===== src/rtl/video_mixer_pkg.sv =====
// video_mixer_pkg
//   Shared types, colour-space coefficients, clamp bounds and small helpers
//   used by the video output mixer pipeline (video_mixer_pipe and its
//   rgb2ypbpr_pipe converter).
package video_mixer_pkg;

    // BT.601 limited-range coefficients (x256)
    localparam int LIM_YR  = 66;
    localparam int LIM_YG  = 129;
    localparam int LIM_YB  = 25;
    localparam int LIM_PBR = -38;
    localparam int LIM_PBG = -74;
    localparam int LIM_PBB = 112;
    localparam int LIM_PRR = 112;
    localparam int LIM_PRG = -94;
    localparam int LIM_PRB = -18;

    // Full-range coefficients (x256)
    localparam int FULL_YR  = 77;
    localparam int FULL_YG  = 150;
    localparam int FULL_YB  = 29;
    localparam int FULL_PBR = -43;
    localparam int FULL_PBG = -85;
    localparam int FULL_PBB = 128;
    localparam int FULL_PRR = 128;
    localparam int FULL_PRG = -107;
    localparam int FULL_PRB = -21;

    // Offsets and clamp bounds
    localparam int Y_OFS_LIM = 16;
    localparam int C_OFS     = 128;
    localparam int LIM_MIN   = 16;
    localparam int Y_MAX_LIM = 235;
    localparam int C_MAX_LIM = 240;

    typedef enum logic [1:0] {
        SL_NONE = 2'b00,
        SL_25   = 2'b01,
        SL_50   = 2'b10,
        SL_75   = 2'b11
    } sl_mode_e;

    typedef struct packed {
        logic [7:0] r;
        logic [7:0] g;
        logic [7:0] b;
    } rgb8_t;

    // Per-pixel sideband carried alongside colour; mode bits ride with the
    // pixel so a mode change mid-pipe never mixes settings within one pixel.
    typedef struct packed {
        logic hs;
        logic vs;
        logic de;
        logic ypbpr;
        logic full;
        logic csync;
    } ctl_t;

    // Right-aligned width-bit value -> 8 bits by repeating its MSBs downward.
    function automatic logic [7:0] expand_to8(input logic [7:0] value, input int width);
        logic [7:0] res;
        res = '0;
        for (int i = 0; i < 8; i++) begin
            res[3'(7 - i)] = value[3'(width - 1 - (i % width))];
        end
        return res;
    endfunction

    function automatic logic [7:0] clamp8(input int v, input int lo, input int hi);
        if (v < lo)      return 8'(lo);
        else if (v > hi) return 8'(hi);
        else             return 8'(v);
    endfunction

    function automatic logic [7:0] dim8(input logic [7:0] x, input sl_mode_e m);
        case (m)
            SL_25:   return (x >> 1) + (x >> 2);
            SL_50:   return x >> 1;
            SL_75:   return x >> 2;
            default: return x;
        endcase
    endfunction

    // Signed weighted sum of three unsigned 8-bit channels, 18-bit result.
    function automatic logic signed [17:0] mac3(input logic [7:0] r, input logic [7:0] g,
                                                input logic [7:0] b, input int kr,
                                                input int kg, input int kb);
        int s;
        s = kr * int'(r) + kg * int'(g) + kb * int'(b);
        return 18'(s);
    endfunction

endpackage


===== src/rtl/video_mixer_pipe_rgb2ypbpr.sv =====
// rgb2ypbpr_pipe
//   Two-stage RGB -> YPbPr converter, advancing only on ce_pix.
//   Stage A: 18-bit signed weighted sums, arithmetic >>8 (floor).
//   Stage B: offset and clamp for limited or full range.
// Ports:
//   clk_sys, reset (sync, active-high), ce_pix
//   i_pix   8-bit RGB in          i_full  1 = full range, 0 = limited
//   o_y, o_pb, o_pr               8-bit components, 2 ce_pix pulses later
module rgb2ypbpr_pipe
    import video_mixer_pkg::*;
(
    input  logic       clk_sys,
    input  logic       reset,
    input  logic       ce_pix,
    input  rgb8_t      i_pix,
    input  logic       i_full,
    output logic [7:0] o_y,
    output logic [7:0] o_pb,
    output logic [7:0] o_pr
);

    logic signed [17:0] w_y_sum, w_pb_sum, w_pr_sum;
    logic signed [17:0] r_y, r_pb, r_pr;
    logic               r_full;
    logic [7:0]         w_y, w_pb, w_pr;
    logic [7:0]         r_y_o, r_pb_o, r_pr_o;

    always_comb begin
        if (i_full) begin
            w_y_sum  = mac3(i_pix.r, i_pix.g, i_pix.b, FULL_YR,  FULL_YG,  FULL_YB);
            w_pb_sum = mac3(i_pix.r, i_pix.g, i_pix.b, FULL_PBR, FULL_PBG, FULL_PBB);
            w_pr_sum = mac3(i_pix.r, i_pix.g, i_pix.b, FULL_PRR, FULL_PRG, FULL_PRB);
        end else begin
            w_y_sum  = mac3(i_pix.r, i_pix.g, i_pix.b, LIM_YR,  LIM_YG,  LIM_YB);
            w_pb_sum = mac3(i_pix.r, i_pix.g, i_pix.b, LIM_PBR, LIM_PBG, LIM_PBB);
            w_pr_sum = mac3(i_pix.r, i_pix.g, i_pix.b, LIM_PRR, LIM_PRG, LIM_PRB);
        end
    end

    always_comb begin
        if (r_full) begin
            w_y  = clamp8(int'(r_y), 0, 255);
            w_pb = clamp8(int'(r_pb) + C_OFS, 0, 255);
            w_pr = clamp8(int'(r_pr) + C_OFS, 0, 255);
        end else begin
            w_y  = clamp8(int'(r_y) + Y_OFS_LIM, LIM_MIN, Y_MAX_LIM);
            w_pb = clamp8(int'(r_pb) + C_OFS, LIM_MIN, C_MAX_LIM);
            w_pr = clamp8(int'(r_pr) + C_OFS, LIM_MIN, C_MAX_LIM);
        end
    end

    always_ff @(posedge clk_sys) begin
        if (reset) begin
            r_y    <= '0;
            r_pb   <= '0;
            r_pr   <= '0;
            r_full <= 1'b0;
            r_y_o  <= '0;
            r_pb_o <= '0;
            r_pr_o <= '0;
        end else if (ce_pix) begin
            r_y    <= w_y_sum >>> 8;
            r_pb   <= w_pb_sum >>> 8;
            r_pr   <= w_pr_sum >>> 8;
            r_full <= i_full;
            r_y_o  <= w_y;
            r_pb_o <= w_pb;
            r_pr_o <= w_pr;
        end
    end

    assign o_y  = r_y_o;
    assign o_pb = r_pb_o;
    assign o_pr = r_pr_o;

endmodule


===== src/rtl/video_mixer_pipe.sv =====
// video_mixer_pipe
//   Video output mixer: widens colour to 8 bits, applies blanking and
//   scanline dimming, optionally converts to YPbPr, and drives the VGA pins
//   with a fixed 3-ce_pix latency in every mode.
// Ports:
//   clk_sys, reset (sync, active-high, wins over ce_pix), ce_pix
//   r_in/g_in/b_in [IN_W]   input colour
//   hs_in, vs_in            positive syncs      hblank, vblank  blanking
//   scanlines [2]           00/01/10/11 = none/25/50/75 % reduction
//   ypbpr, ypbpr_full, csync_en   output mode selects
//   VGA_R/G/B [OUT_W]       Pr/Y/Pb in YPbPr mode, else R/G/B
//   VGA_HS, VGA_VS          negative syncs      VGA_DE  active video
module video_mixer_pipe
    import video_mixer_pkg::*;
#(
    parameter int IN_W  = 6,
    parameter int OUT_W = 6
) (
    input  logic             clk_sys,
    input  logic             reset,
    input  logic             ce_pix,
    input  logic [IN_W-1:0]  r_in,
    input  logic [IN_W-1:0]  g_in,
    input  logic [IN_W-1:0]  b_in,
    input  logic             hs_in,
    input  logic             vs_in,
    input  logic             hblank,
    input  logic             vblank,
    input  logic [1:0]       scanlines,
    input  logic             ypbpr,
    input  logic             ypbpr_full,
    input  logic             csync_en,
    output logic [OUT_W-1:0] VGA_R,
    output logic [OUT_W-1:0] VGA_G,
    output logic [OUT_W-1:0] VGA_B,
    output logic             VGA_HS,
    output logic             VGA_VS,
    output logic             VGA_DE
);

    localparam int STAGES = 3;

    // Scanline tracker
    logic     r_hs_prev, r_vs_prev, r_flag;
    logic     w_hs_fall, w_vs_fall, w_flag_nxt;
    sl_mode_e w_dim_mode;

    // Stage 1 combinational
    logic [7:0] w_exp_r, w_exp_g, w_exp_b;
    logic       w_blank;
    rgb8_t      w_s1_pix;
    ctl_t       w_s1_ctl;

    // Pipeline registers, index = stage number
    rgb8_t r_pix [1:STAGES];
    ctl_t  r_ctl [1:STAGES];

    logic [7:0] w_y, w_pb, w_pr;
    rgb8_t      w_out;
    logic       w_comp_sync;

    assign w_hs_fall = r_hs_prev & ~hs_in;
    assign w_vs_fall = r_vs_prev & ~vs_in;

    // Clear beats toggle; the new flag applies from the very pixel on
    // which the edge is seen, so whole lines are dimmed uniformly.
    always_comb begin
        w_flag_nxt = r_flag;
        if (w_vs_fall)      w_flag_nxt = 1'b0;
        else if (w_hs_fall) w_flag_nxt = ~r_flag;
    end

    always_comb begin
        w_exp_r    = expand_to8(8'(r_in), IN_W);
        w_exp_g    = expand_to8(8'(g_in), IN_W);
        w_exp_b    = expand_to8(8'(b_in), IN_W);
        w_blank    = hblank | vblank;
        w_dim_mode = w_flag_nxt ? sl_mode_e'(scanlines) : SL_NONE;
        w_s1_pix.r = w_blank ? 8'd0 : dim8(w_exp_r, w_dim_mode);
        w_s1_pix.g = w_blank ? 8'd0 : dim8(w_exp_g, w_dim_mode);
        w_s1_pix.b = w_blank ? 8'd0 : dim8(w_exp_b, w_dim_mode);
        w_s1_ctl.hs    = hs_in;
        w_s1_ctl.vs    = vs_in;
        w_s1_ctl.de    = ~w_blank;
        w_s1_ctl.ypbpr = ypbpr;
        w_s1_ctl.full  = ypbpr_full;
        w_s1_ctl.csync = csync_en;
    end

    always_ff @(posedge clk_sys) begin
        if (reset) begin
            r_hs_prev <= 1'b0;
            r_vs_prev <= 1'b0;
            r_flag    <= 1'b0;
            for (int s = 1; s <= STAGES; s++) begin
                r_pix[s] <= '0;
                r_ctl[s] <= '0;
            end
        end else if (ce_pix) begin
            r_hs_prev <= hs_in;
            r_vs_prev <= vs_in;
            r_flag    <= w_flag_nxt;
            r_pix[1]  <= w_s1_pix;
            r_ctl[1]  <= w_s1_ctl;
            for (int s = 2; s <= STAGES; s++) begin
                r_pix[s] <= r_pix[s-1];
                r_ctl[s] <= r_ctl[s-1];
            end
        end
    end

    // Converter runs on every pixel; its 2-pulse latency lines up with
    // stage 3 of the RGB bypass, so both modes share the same latency.
    rgb2ypbpr_pipe u_conv (
        .clk_sys (clk_sys),
        .reset   (reset),
        .ce_pix  (ce_pix),
        .i_pix   (r_pix[1]),
        .i_full  (r_ctl[1].full),
        .o_y     (w_y),
        .o_pb    (w_pb),
        .o_pr    (w_pr)
    );

    always_comb begin
        if (r_ctl[STAGES].ypbpr) begin
            w_out.r = w_pr;
            w_out.g = w_y;
            w_out.b = w_pb;
        end else begin
            w_out = r_pix[STAGES];
        end
        w_comp_sync = r_ctl[STAGES].ypbpr | r_ctl[STAGES].csync;
    end

    assign VGA_R  = w_out.r[7 -: OUT_W];
    assign VGA_G  = w_out.g[7 -: OUT_W];
    assign VGA_B  = w_out.b[7 -: OUT_W];
    assign VGA_HS = w_comp_sync ? ~(r_ctl[STAGES].hs ^ r_ctl[STAGES].vs) : ~r_ctl[STAGES].hs;
    assign VGA_VS = w_comp_sync ? 1'b1 : ~r_ctl[STAGES].vs;
    assign VGA_DE = r_ctl[STAGES].de;

endmodule


===== config.mk =====
export PLATFORM = sky130hd
export DESIGN_NAME = video_mixer_pipe
export DESIGN_NICKNAME = d
export VERILOG_FILES = /design/src/rtl/video_mixer_pkg.sv /design/src/rtl/video_mixer_pipe_rgb2ypbpr.sv /design/src/rtl/video_mixer_pipe.sv
export SDC_FILE = /design/constraint.sdc
export NUM_CORES = 1
export LEC_CHECK = 0
export CAP_MARGIN = 20
export CORE_MARGIN = 5
export CORE_UTILIZATION = 40
export CTS_CLUSTER_DIAMETER = 30
export DETAILED_ROUTE_END_ITERATION = 8
export GPL_ROUTABILITY_DRIVEN = 0
export GPL_TIMING_DRIVEN = 0
export RECOVER_POWER = 50
export SYNTH_ARGS = -nofsm -noshare
export SYNTH_HDL_FRONTEND = slang
export SYNTH_HIERARCHICAL = 1
export SYNTH_SLANG_ARGS = --single-unit

===== constraint.sdc =====
create_clock -name clk_sys -period 6.6 [get_ports clk_sys]
set_clock_uncertainty 0.2 [all_clocks]
set_input_delay 0.99 -clock clk_sys [delete_from_list [all_inputs] [get_ports clk_sys]]
set_output_delay 0.99 -clock clk_sys [all_outputs]
set_load 0.01 [all_outputs]

; Word level (Yosys, flattened, before mapping)
; Memory sizes are Yosys's and may differ from the RTL's.
; Cells that the tools add are included.
[totals]
mem_count = 2
register_bits = 58
out_inout_bits = 21
word_cells = 117
ramBits = 90
[classes]
bitwise_logic = 18
mul = 16
magnitude_cmp = 12
n_addsub = 15
n_mux = 41
n_eq_ne = 3
[memory_table]
columns = memory, depth, word_bits, rd, rd_clocked_by_memory_dff, wr, line_no
row1 = r_pix, 3, 24, 3, 0, 3, video_mixer_pipe.sv:55  ; rgb8_t r_pix [1:STAGES];
row2 = r_ctl, 3, 6, 3, 0, 3, video_mixer_pipe.sv:56  ; ctl_t r_ctl [1:STAGES];
[op_table]
columns = op, n
row1 = adder 18 bit, 10
row2 = "> comparator 32 x 9 -> 1 bit, second input constant", 5
row3 = two-way mux 8 bit, 18
row4 = "< comparator 32 x 6 -> 1 bit, second input constant", 3
row5 = two-way mux 24 bit, 4
row6 = case mux 8 bit (3 select lines), 3
row7 = "< comparator 32 x 1 -> 1 bit, second input constant", 2
row8 = two-way mux 18 bit, 3
row9 = "multiplier 7 x 9 -> 16 bit, first input constant", 3
row10 = "multiplier 8 x 9 -> 17 bit, first input constant", 2
row11 = "multiplier 6 x 9 -> 15 bit, first input constant", 2
row12 = "multiplier 7 x 8 -> 15 bit, first input constant", 2
row13 = "multiplier 5 x 8 -> 13 bit, first input constant", 2
row14 = "adder 10 x 9 -> 11 bit, second input constant", 2
row15 = "multiplier 3 x 8 -> 11 bit, first input constant", 2
row16 = adder 16 x 18 -> 18 bit, 1
row17 = adder 18 x 16 -> 18 bit, 1
row18 = two-way mux 6 bit, 3
row19 = "multiplier 8 x 8 -> 16 bit, first input constant", 1
row20 = "multiplier 5 x 9 -> 14 bit, first input constant", 1
row21 = "multiplier 6 x 8 -> 14 bit, first input constant", 1
row22 = "adder 10 x 6 -> 11 bit, second input constant", 1
row23 = "> comparator 10 x 9 -> 1 bit, second input constant", 1
row24 = "< comparator 10 x 1 -> 1 bit, second input constant", 1
row25 = other kinds (8), 31

; Longest topological paths before layout
[depth]
word_depth = 9
ltp_mapped = 33
mapped_depth_nobuf = 33

; Hierarchy
; The synthesis kept the hierarchy.
[modules_own_cells]
columns = mod, area_each_um2, cells_per_inst, seq_area_each_um2, instances
row1 = rgb2ypbpr_pipe, 18814.3, 2108, 1101.1, 1
row2 = video_mixer_pipe, 1889.3, 141, 1261.2, 1

; Worst setup path after synthesis
; OpenSTA, ideal clock, no wires.
[synth_path]
path_type = flip-flop to flip-flop
start = reg r_pix[0][9] (netlist name)
end = reg u_conv.r_y[5]
arrival_time_ns = 6.391
n_path_buf = 0
setup_ns = 0.130
setup_slack_ns = -0.121
stages_incl_launch_ff = 28
path_cell_list = edfxtp_1 inv_1 ha_1 inv_1 ha_1 inv_1 fa_1 inv_1 ha_1 a21oi_1 xnor2_1 fa_1 fa_1 fa_1 inv_1 ha_1 a211oi_1 a21oi_1 ha_1 nand4_1 a211oi_1 nor3_1 a221oi_2 a21o_1 a211oi_1 nor2_1 o211ai_1 o31ai_1
[synth_rtl]
columns = item, line_no
row1 = to (signal assigned), video_mixer_pipe_rgb2ypbpr.sv:62  ; r_y <= w_y_sum >>> 8;
row2 = to (decl), video_mixer_pipe_rgb2ypbpr.sv:23  ; logic signed [17:0] r_y, r_pb, r_pr;

==> impl_metrics.json <==
{
  "outcome": "finished with violations",
  "violations": "capacitance limit, slew limit, setup timing",
  "pwr-share-clk_pct": 4.5,
  "path_delay_family": "adder cells",
  "core_area_mm2": 0.0510,
  "grt_max_degree": 41,
  "worst_slack_ns": -0.0410,
  "cts_htree_levels": 3,
  "drive_above_1_share_pct": 9.97,
  "max_slew_margin_pct": -86.3,
  "drv_cap": 1,
  "period_share_pct": 101,
  "clkSinkCount": 92,
  "grt_overflow": 0,
  "area_growth_pct": 18.0,
  "maxSlewViolCount": 41,
  "die_h_um": 236,
  "grt_pass1_vias": 16378,
  "slowest_delay_ns": 0.55,
  "antenna_found_initial": 1,
  "ys_warn_count": 6,
  "cpMostUsedCell": "fa_1",
  "grt_util_all_layers_pct": 20.2,
  "maxClockFrequency_ghz": 0.151,
  "mostFrequentLayoutCells": "ha_1, inv_1, fa_1",
  "port_buffers": 37,
  "synthesis.area_mm2": 0.0205,
  "diodes": 0,
  "clk_path_buf_depth": 2,
  "fin_nets": 3234,
  "crit_type": "reg2reg",
  "critPathSlowestCell": "fa_1",
  "synthCells": 2223,
  "stdcell_area_mm2": 0.0242,
  "fp.dieW_um": 236,
  "path_max_fanout": 5,
  "drc": 0,
  "final_common_cell": "ha_1",
  "drt-total-wl_mm": 56.4,
  "power_density_mw_per_mm2": 511,
  "stdcell_count": 3178,
  "combPwrFrac_pct": 88.9,
  "tightest_slew_ns": 2.79,
  "worst_setup_path_end_kind": "flip-flop",
  "hold_buffers": 0,
  "vias_per_cell": 4.99,
  "initial_core_util_pct": 40.2,
  "ant_nets": 0,
  "p_seq_share_pct": 6.5,
  "avgRoutedWirePerCell_um": 17.8,
  "peakVddDrop_mv": 0.513,
  "cts_tree": "done",
  "switching_share_pct": 52.8,
  "hold_path.class": "reg2reg",
  "grt_pass1_wl_mm": 89.7,
  "syn_avg_cell_area_um2": 9.22,
  "die_area_mm2": 0.0558,
  "dpl_worst_slack_ns": -1.80,
  "hpwlAfterDp_mm": 46.5,
  "critPathArrivalTime_ns": 6.69,
  "path_clk_slew_ns": 0.08,
  "drt-initial-drc-count": 753,
  "cts_made_buffers": 9,
  "p_leak_nw": 12.3,
  "vias": 15846,
  "fp-row-count": 83,
  "critPathLaunchType": "flip-flop",
  "cp.required_ns": 6.65,
  "period_needed_ns": 6.64,
  "io_pins": 51,
  "clockRootBuffer": "clkbuf_16",
  "clk_latency_ns": 0.36,
  "drtPass1Iterations": 5,
  "switchingPower_w": 0.00652,
  "hold_violations": 0,
  "dp.cells": 3095,
  "rsz0062_at_grt": "yes",
  "cp_num_buf_inv": 3,
  "power.internal_w": 0.00582,
  "finalSetupViolCount": 1,
  "place_area_mm2": 0.0224
}
stage by stage:
step	util (%)	power [W]	hold slack, ns	setup TNS [ns]
global route	47.4	0.0134	0.287	-0.990
finish	47.4	0.0123	0.275	-0.0410
CTS	46.3	0.0107	0.278	-0.203
floorplan	-	0.00683	0.245	0
detailed placement	43.9	0.00923	0.265	-21.75
global placement	43.7	0.00908	0.262	-20.62
path summary, 6_finish.rpt:
kind,endpoint,slack [ns],cells past startpoint,start
hold reg to reg,u_conv/o_y[7],0.27,2,u_conv/o_y[7]
hold / removal,u_conv/o_y[7],0.27,2,u_conv/o_y[7]
setup / recovery,u_conv/r_y[4],-0.04,25,r_pix[0][10]
setup reg to reg,u_conv/r_y[4],-0.04,25,r_pix[0][10]
worst reg2reg max path, delay by kind of cell (launching register included):
kind            cells  cell delay [ns]
fa+ha+maj           8             3.17
compound gates      8             1.61
xor+xnor            3             0.43
flops               1             0.42
buf+inv             3             0.39
simple gates        3             0.30
sequential cells by signal, summed over array words and instances, names as in the netlist:
signal and flops:
u_conv/r_pb 10, r_pix 24, r_hs_prev 1, u_conv/r_pr 10
r_vs_prev 1, r_flag 1, u_conv/r_y 10, u_conv/o_pr 6
u_conv/o_y 6, r_ctl 16, u_conv/r_full 1, u_conv/o_pb 6
area by class of cell:
class | count | area [um^2]
plain buffers | 32 | 120
clock inverters | 5 | 70.1
multi-input cells | 1779 | 17800
flip-flops and latches | 92 | 2240
clock buffers | 11 | 254
inverters | 471 | 1800
well taps | 680 | 851
repair buffers | 108 | 1060
fillers | 4836 | 26800
power groups by stage:
| stage | combinational (W) | sequential, W | clock, W |
|---|---|---|---|
| 2_1_floorplan | 0.00605 | 0.000786 | 0 |
| 3_3_place_gp | 0.00824 | 0.000840 | 0 |
| 3_5_place_dp | 0.00839 | 0.000837 | 0 |
| 4_1_cts | 0.00938 | 0.000805 | 0.000567 |
| 5_1_grt | 0.0120 | 0.000821 | 0.000593 |
| 6_report | 0.0110 | 0.000807 | 0.000559 |
timing repair:
item | CTS | global route
gates resized for setup | 91 | 89
pin swaps | 49 | 87
buffers inserted | 49 | 20
endpoints found under the setup margin | 23 | 16
routing by layer:
| layer | vias to the layer above | track usage (%) | part of all wire, % |
|---|---|---|---|
| li1 | 7797 | - | - |
| met1 | 7725 | 27.2 | 45 |
| met2 | 260 | 35.9 | 49 |
| met3 | 64 | 1.51 | 3.2 |
| met4 | 0 | 4.16 | 2.6 |
| met5 | - | 0 | 0 |
(Power assumes the default switching activity.)
